$ cat src/rtl/score_bcd_if.sv
// Score-to-BCD handshake and result bundle.
//   master : drives start/bin_in, observes results (producer / testbench side)
//   slave  : converter side, receives start/bin_in, drives results
//   start    request conversion of bin_in
//   bin_in   binary score
//   bcd      packed BCD result, digit 0 in bits [3:0]
//   nz_mask  per-digit significance, bit 0 always set
//   busy     conversion in progress
//   done     one-cycle pulse when results update
//   overflow last converted value did not fit in DIGITS digits
interface score_bcd_if #(
    parameter int WIDTH  = 20,
    parameter int DIGITS = 6
);
    logic                  start;
    logic [WIDTH-1:0]      bin_in;
    logic [4*DIGITS-1:0]   bcd;
    logic [DIGITS-1:0]     nz_mask;
    logic                  busy;
    logic                  done;
    logic                  overflow;

    modport master (
        output start, bin_in,
        input  bcd, nz_mask, busy, done, overflow
    );

    modport slave (
        input  start, bin_in,
        output bcd, nz_mask, busy, done, overflow
    );
endinterface

$ cat src/rtl/score_bcd_converter.sv
// Sequential double-dabble binary-to-BCD converter for the score display.
// One shift-add-3 iteration per clock; a conversion takes WIDTH clocks from
// the edge that accepts start. Also produces a leading-zero mask so the
// display can blank insignificant digits.
// Ports:
//   clk    single clock
//   reset  asynchronous, active-high; clears all state, discards conversion
//   bus    score_bcd_if.slave (start, bin_in, bcd, nz_mask, busy, done, overflow)
// Optional feature macro: SCORE_BCD_AUTO_EN
//   Defined   : a change of bin_in versus the last accepted value also starts
//               a conversion while idle (OR'd with the start port).
//   Undefined : conversions start only from the start port.
//
// state    | meaning
// ST_IDLE  | waiting for start, outputs hold last result
// ST_SHIFT | running WIDTH shift-add-3 iterations
module score_bcd_converter #(
    parameter int WIDTH  = 20,
    parameter int DIGITS = 6
) (
    input  logic         clk,
    input  logic         reset,
    score_bcd_if.slave   bus
);
    localparam int          CNT_W  = $clog2(WIDTH + 1);
    localparam logic [63:0] MAXVAL = 64'(10 ** DIGITS - 1);

    typedef enum logic {ST_IDLE, ST_SHIFT} state_t;

    state_t               state, state_nxt;
    logic [WIDTH-1:0]     shift_reg;
    logic [4*DIGITS-1:0]  scratch, scratch_adj, scratch_sh, load_val;
    logic [CNT_W-1:0]     cnt;
    logic                 ovf;
    logic [DIGITS-1:0]    nz_nxt;
    logic                 nz_acc;
    logic                 start_req, accept, step, finish;

`ifdef SCORE_BCD_AUTO_EN
    logic [WIDTH-1:0]     last_val;

    always_ff @(posedge clk or posedge reset) begin
        if (reset)       last_val <= '0;
        else if (accept) last_val <= bus.bin_in;
    end

    assign start_req = bus.start | (bus.bin_in != last_val);
`else
    assign start_req = bus.start;
`endif

    always_comb begin
        state_nxt = state;
        accept    = 1'b0;
        step      = 1'b0;
        finish    = 1'b0;
        case (state)
            ST_IDLE: begin
                if (start_req) begin
                    accept    = 1'b1;
                    state_nxt = ST_SHIFT;
                end
            end
            ST_SHIFT: begin
                step = 1'b1;
                if (cnt == CNT_W'(1)) begin
                    finish    = 1'b1;
                    state_nxt = ST_IDLE;
                end
            end
            default: state_nxt = ST_IDLE;
        endcase
    end

    // Datapath: add-3 correction, shift, and the value/mask to load on finish.
    // The final iteration's shifted scratch is loaded directly so the result
    // appears on the same edge the counter expires.
    always_comb begin
        scratch_adj = scratch;
        for (int i = 0; i < DIGITS; i++) begin
            if (scratch[4*i +: 4] >= 4'd5)
                scratch_adj[4*i +: 4] = scratch[4*i +: 4] + 4'd3;
        end
        scratch_sh = {scratch_adj[4*DIGITS-2:0], shift_reg[WIDTH-1]};
        load_val   = ovf ? {DIGITS{4'h9}} : scratch_sh;
        nz_acc     = 1'b0;
        nz_nxt     = '0;
        for (int i = DIGITS - 1; i >= 0; i--) begin
            nz_acc    = nz_acc | (load_val[4*i +: 4] != 4'h0);
            nz_nxt[i] = nz_acc;
        end
        nz_nxt[0] = 1'b1;
    end

    always_ff @(posedge clk or posedge reset) begin
        if (reset) begin
            state        <= ST_IDLE;
            shift_reg    <= '0;
            scratch      <= '0;
            cnt          <= '0;
            ovf          <= 1'b0;
            bus.bcd      <= '0;
            bus.nz_mask  <= DIGITS'(1);
            bus.busy     <= 1'b0;
            bus.done     <= 1'b0;
            bus.overflow <= 1'b0;
        end else begin
            state    <= state_nxt;
            bus.done <= finish;
            if (accept) begin
                shift_reg <= bus.bin_in;
                scratch   <= '0;
                cnt       <= CNT_W'(WIDTH);
                ovf       <= 64'(bus.bin_in) > MAXVAL;
                bus.busy  <= 1'b1;
            end else if (step) begin
                shift_reg <= shift_reg << 1;
                scratch   <= scratch_sh;
                cnt       <= cnt - CNT_W'(1);
                if (finish) begin
                    bus.bcd      <= load_val;
                    bus.nz_mask  <= nz_nxt;
                    bus.overflow <= ovf;
                    bus.busy     <= 1'b0;
                end
            end
        end
    end
endmodule
$ cat src/flat_wrapper.sv
// flat-port wrapper written by rule: the top's interface ports become plain ports
module score_bcd_converter_flat 
#(
    parameter int WIDTH  = 20,
    parameter int DIGITS = 6
)
  (clk, reset, bus_start, bus_bin_in, bus_bcd, bus_nz_mask, bus_busy, bus_done, bus_overflow);
  score_bcd_if #(.WIDTH(WIDTH), .DIGITS(DIGITS)) bus_i ();
  input  logic clk;
  input  logic reset;
  input wire logic [$bits(bus_i.start)-1:0] bus_start;
  input wire logic [$bits(bus_i.bin_in)-1:0] bus_bin_in;
  output wire logic [$bits(bus_i.bcd)-1:0] bus_bcd;
  output wire logic [$bits(bus_i.nz_mask)-1:0] bus_nz_mask;
  output wire logic [$bits(bus_i.busy)-1:0] bus_busy;
  output wire logic [$bits(bus_i.done)-1:0] bus_done;
  output wire logic [$bits(bus_i.overflow)-1:0] bus_overflow;
  assign bus_i.start = bus_start;
  assign bus_i.bin_in = bus_bin_in;
  assign bus_bcd = bus_i.bcd;
  assign bus_nz_mask = bus_i.nz_mask;
  assign bus_busy = bus_i.busy;
  assign bus_done = bus_i.done;
  assign bus_overflow = bus_i.overflow;
  score_bcd_converter #(.WIDTH(WIDTH), .DIGITS(DIGITS)) u_core (.clk(clk), .reset(reset), .bus(bus_i));
endmodule
$ cat config.mk
export PLATFORM = sky130hd
export DESIGN_NAME = score_bcd_converter_flat
export DESIGN_NICKNAME = d
export VERILOG_FILES = /design/src/rtl/score_bcd_if.sv /design/src/rtl/score_bcd_converter.sv /design/src/flat_wrapper.sv
export SDC_FILE = /design/constraint.sdc
export NUM_CORES = 1
export LEC_CHECK = 0
export ABC_AREA = 1
export CELL_PAD_IN_SITES_DETAIL_PLACEMENT = 0
export CELL_PAD_IN_SITES_GLOBAL_PLACEMENT = 1
export CORE_ASPECT_RATIO = 1.4
export CORE_MARGIN = 2
export CORE_UTILIZATION = 44
export DETAILED_ROUTE_END_ITERATION = 8
export GPL_ROUTABILITY_DRIVEN = 0
export MAX_ROUTING_LAYER = met4
export PLACE_DENSITY = 0.8
export SYNTH_ARGS = -nofsm -noshare
export SYNTH_HDL_FRONTEND = slang
export SYNTH_SLANG_ARGS = --single-unit
export TNS_END_PERCENT = 10
$ cat constraint.sdc
create_clock -name clk -period 7.1 [get_ports clk]
set_input_delay 1.42 -clock clk [delete_from_list [all_inputs] [get_ports clk]]
set_output_delay 1.42 -clock clk [all_outputs]
set_load 0.005 [all_outputs]
* Word-level counts from Yosys, hierarchy flattened *
Index checks and enable logic that the tools add are counted.
Widths: inputs -> output; s select.

word-level totals
  memory bits (writable) = 0
  input port bits = 23
  logic and storage cells = 63
  output and inout bits = 33
  register bits after elaboration = 83
  bits in latches = 0
  ROM bits = 0
  memories = 0

operators by class
  magnitude comparators = 7
  shift operators = 0
  multipliers = 0
  bitwise logic cells = 6
  $add $sub $neg = 7
  eq/ne operators = 1
  div/mod/pow operators = 0
  muxes and demuxes = 23
  reductions and logical operators = 9

operators by type and width
  cell                  number
  $mux 24               3
  $mux 20               2
  $ge 4x3->1 const B    6
  $add 4x2->4 const B   5
  $gt 20x20->1 const B  1
  $mux 4                5
  $reduce_bool 4->1     5
  $mux 5                2
  $mux 1                9
  $eq 5x1->1 const B    1
  $sub 5x1->5 const B   1
  $or 1x1->1            4
  $reduce_bool 2->1     2
  $add 3x2->3 const B   1
  $mux 3                1
  $reduce_and 3->1      1
  $not 1->1             2
  $pmux 1 s2            1
  $reduce_and 2->1      1

* Depth between registers and ports, before layout *
  depth after elaboration = 8
  mapped depth = 12

* Worst setup path before layout *
Ideal clock, no wire load.

  kind = input -> register
  start point = in bus_start
  end point = reg u_core.scratch[16]
  stages on the path = 5
  path slack = 4.934 ns
  buffers on the path = 2
  arrival time = 2.084 ns
  library setup time = 0.083 ns
  required time = 7.017 ns
  cells stage by stage = nor2_4 -> inv_2 -> buf_2 -> buf_2 -> o22ai_1

on the way
  longest elaborated chain between the ends = 3
  elaborated cells between the ends (all ways) = 4
  classes of those cells = mux (3); reduce/logical (1)

ends and longest elaborated chain
  what                                                 line                        text
  start, declared                                      flat_wrapper.sv:11          input wire logic [$bits(bus_i.start)-1:0] bus_start;
  $mux 1 *                                             score_bcd_converter.sv:59   if (start_req) begin
  $mux 1 *                                             score_bcd_converter.sv:57   case (state)
  $mux 24 / $reduce_bool 2->1 (equally long branches)  -
  end signal, assigned                                 score_bcd_converter.sv:118  scratch <= scratch_sh;
  end, declared                                        score_bcd_converter.sv:32   logic [4*DIGITS-1:0] scratch, scratch_adj, scratch_sh, load_val;

Mark *: on every way between the ends. The rest lies on a longest branch, timed or not.
A chain may end at the register's enable or synchronous reset.

* Worst setup path after layout *
  start point = reg u_core.bus.bcd[3]
  end point = out bus_bcd[3]

RTL lines
  what                    line                        text
  start, declared         score_bcd_if.sv:30          output bcd, nz_mask, busy, done, overflow
  start signal, assigned  score_bcd_converter.sv:121  bus.bcd <= load_val;
  end, declared           flat_wrapper.sv:13          output wire logic [$bits(bus_i.bcd)-1:0] bus_bcd;

No word-level cell between the ends.

==> results.py <==
metrics = {
    "worst_hold_path": {
        "hp-start": "u_core.bus.bcd[18]",
        "hp-class": "reg -> reg",
        "holdPathStages": 2,
        "hold-path-endpoint": "u_core.bus.bcd[18]",
    },
    "route": {
        "vias_per_cell": 5.14,
        "drt_iter0_markers": 214,
        "vias": 3249,
        "routedWlPerCell_microns": 13.8,
        "firstDrtPassIters": 4,
        "ant_nets": 0,
        "drc": 0,
        "wirelength_microns": 8750,
    },
    "worst_setup_path": {
        "cp_slowest_stage_delay_ns": 0.51,
        "crit_type": "reg -> out",
        "cp.arrival_ns": 1.23,
        "cp.buffers_inverters": 1,
        "worst_r2r_path_depth": 9,
        "r2r_slack_ns": 4.80,
        "critPathLaunchType": "register",
        "timing.rr.end": "u_core.bus.bcd[4]",
        "path_cells": "clkdlybuf4s50_1",
        "critical_path.top_delay_family": "buffers and inverters",
        "crit_required_ns": 5.68,
        "crit_slowest_cell": "clkdlybuf4s50_1",
        "worst-path-max-fanout": 2,
        "r2r-start": "u_core.cnt[1]",
        "end_kind": "output pin",
    },
    "pwr": {
        "power.density_nw_per_um2": 484,
        "leakage_nw": 2.35,
        "finalPower_w": 0.00239,
        "sw_frac_of_total_pct": 39.0,
        "p_seq_share_pct": 34.4,
        "ir_worst_vdd_v": 0.000224,
        "p_int_w": 0.00146,
        "power.switching_w": 0.000931,
        "clockPowerShare_pct": 19.9,
        "combPwrFrac_pct": 45.7,
    },
    "global_route": {
        "grt_pass1_wl_microns": 15000,
        "grt_max_degree": 84,
        "grt_overflow": 0,
        "antenna_found_initial": 0,
        "grt_pass1_vias": 3234,
        "grt.total_usage_pct": 19.8,
    },
    "sta": {
        "min_period_over_period_pct": 37.3,
        "fmax_mhz": 377,
        "fin_skew_ns": 0.00485,
        "worst_pin_slew_ns": 1.05,
        "whs_ns": 0.480,
        "final.setup.tns_ns": 0,
        "relSlewSlack_pct": 30.0,
        "drv_slew": 0,
        "setup_viol": 0,
        "rsz0062_at_grt": "no",
        "hold_viol_final": 0,
        "layout_min_cycle_time_ns": 2.65,
    },
    "yosys": {
        "synth.top_cells.by_area": "dfrtp_1, nand2_1, inv_1",
        "async_reset_ff_share_pct": 100,
        "synth_fp_nets": 505,
        "synth_edf_count": 0,
        "synth_top_cell_area_share_pct": 51.5,
        "syn-instance-count": 468,
        "avgSynthCellArea_sq_um": 8.61,
        "syn-cell-area_sq_um": 4030,
        "synth_largest_area_cell": "dfrtp_1",
        "synthDistinctLibCells": 34,
        "ys_ff_latch": 83,
        "ys_seq_area_share_pct": 51.5,
        "ys_warn_count": 0,
        "synth_ff_type": "dfrtp_1",
    },
    "floorplan": {
        "initial_core_util_pct": 44.9,
        "core_sq_um": 8980,
        "io_pins": 56,
        "die-area_sq_um": 9950,
        "row_count": 41,
        "die_x_microns": 84.9,
        "die_y_microns": 117,
    },
    "finish": {
        "final_common_cell": "nand2_1",
        "stdcell_area_sq_um": 4940,
        "layout_common_cells": "nand2_1, dfrtp_1, inv_1, clkdlybuf4s50_1, o21ai_0",
        "finish.net_count": 557,
        "n_antenna_cell": 0,
        "final_cells": 632,
        "syn_to_final_growth_pct": 22.6,
        "fillers": 852,
        "drive_gt1_share_pct": 7.24,
    },
    "cts": {
        "clockBufferDepth": 2,
        "clk_pin_slew_ns": 0.06,
        "clock_latency_ns": 0.34,
        "cts_buffers": 9,
        "root_buffer": "clkbuf_16",
        "postCtsSetupBuffers": 0,
        "ctsResizeCount": 0,
        "htree_levels": 3,
        "cts_tree": "done",
        "ctsHoldBuffers": 0,
        "clock_sinks": 83,
    },
    "place": {
        "placed_area_sq_um": 4630,
        "numPlacedInstances": 616,
        "portBuffers": 54,
        "dp_hpwl_microns": 6040,
    },
    "run": {
        "cap_violations": 0,
    },
    "run_status": {
        "status": "completed",
    },
}
## final cells by class
type / instances / area [sq um] / area share, %
flip-flops and latches: 83 / 2080 / 42.0
well taps: 107 / 134 / 2.71
inverters: 67 / 253 / 5.11
multi-input cells: 301 / 1600 / 32.4
repair buffers: 58 / 571 / 11.5
clock buffers: 15 / 278 / 5.62
clock inverters: 1 / 30.0 / 0.608
## power by group through the flow
stage / registers, W / logic, W / clock network, W
6_report: 0.000823 / 0.00109 / 0.000476
5_1_grt: 0.000852 / 0.00125 / 0.000509
4_1_cts: 0.000824 / 0.00111 / 0.000487
3_5_place_dp: 0.000828 / 0.00110 / 0
3_3_place_gp: 0.000822 / 0.00107 / 0
2_1_floorplan: 0.000809 / 0.000738 / 0
## synthesized netlist by cell type, types with 3 or more instances
cell	instances
a21oi_1	4
buf_2	7
buf_6	3
clkbuf_1	4
dfrtp_1	83
ha_1	14
inv_1	63
inv_2	4
nand2_1	131
nand3_1	17
nand4_1	10
nor2_1	28
o211ai_1	10
o21ai_0	34
o21ai_2	6
o221ai_1	6
o22ai_1	20
o22ai_2	4
## metrics by stage
step / util [%] / setup slack (ns)
finish: 55.1 / 4.45
global route: 55.1 / 4.40
CTS: 55.1 / 4.44
detailed placement: 51.6 / 4.17
global placement: 51.6 / 4.19
floorplan: - / 3.54
## worst max-delay path by stage
stage	from	to	slack, ns	cells past startpoint
2_1_floorplan	reset	u_core.bus.bcd[0]	3.54	1
3_3_place_gp	bus_start	u_core.shift_reg[17]	4.19	4
3_5_place_dp	bus_start	u_core.shift_reg[17]	4.17	4
4_1_cts	u_core.bus.bcd[12]	bus_bcd[12]	4.44	1
5_1_grt	bus_start	u_core.shift_reg[18]	4.40	4
6_report	u_core.bus.bcd[3]	bus_bcd[3]	4.45	1
## cells by family (layout without fill, tap and decap cells)
| logic type | Yosys count | after routing | synth area share [%] |
|---|---|---|---|
| flip-flops | 83 | 83 | 51.5 |
| adder cells (fa/ha/maj) | 14 | 14 | 4.35 |
| other | 1 | 1 | 0.0930 |
| buffers and inverters | 84 | 141 | 8.78 |
| AND/OR/NAND/NOR | 195 | 195 | 20.5 |
| AO/OA/AOI/OAI | 90 | 90 | 14.6 |
| XOR/XNOR | 1 | 1 | 0.217 |
## metal layers
| layer | vias up | part of all wire, % | GRT usage, % |
|---|---|---|---|
| li1 | 1628 | - | - |
| met2 | 64 | 51 | 34.0 |
| met1 | 1545 | 44 | 23.2 |
| met5 | - | 0 | - |
| met4 | 0 | 2.1 | 9.63 |
| met3 | 12 | 2.7 | 2.31 |
(Power assumes the default switching activity.)
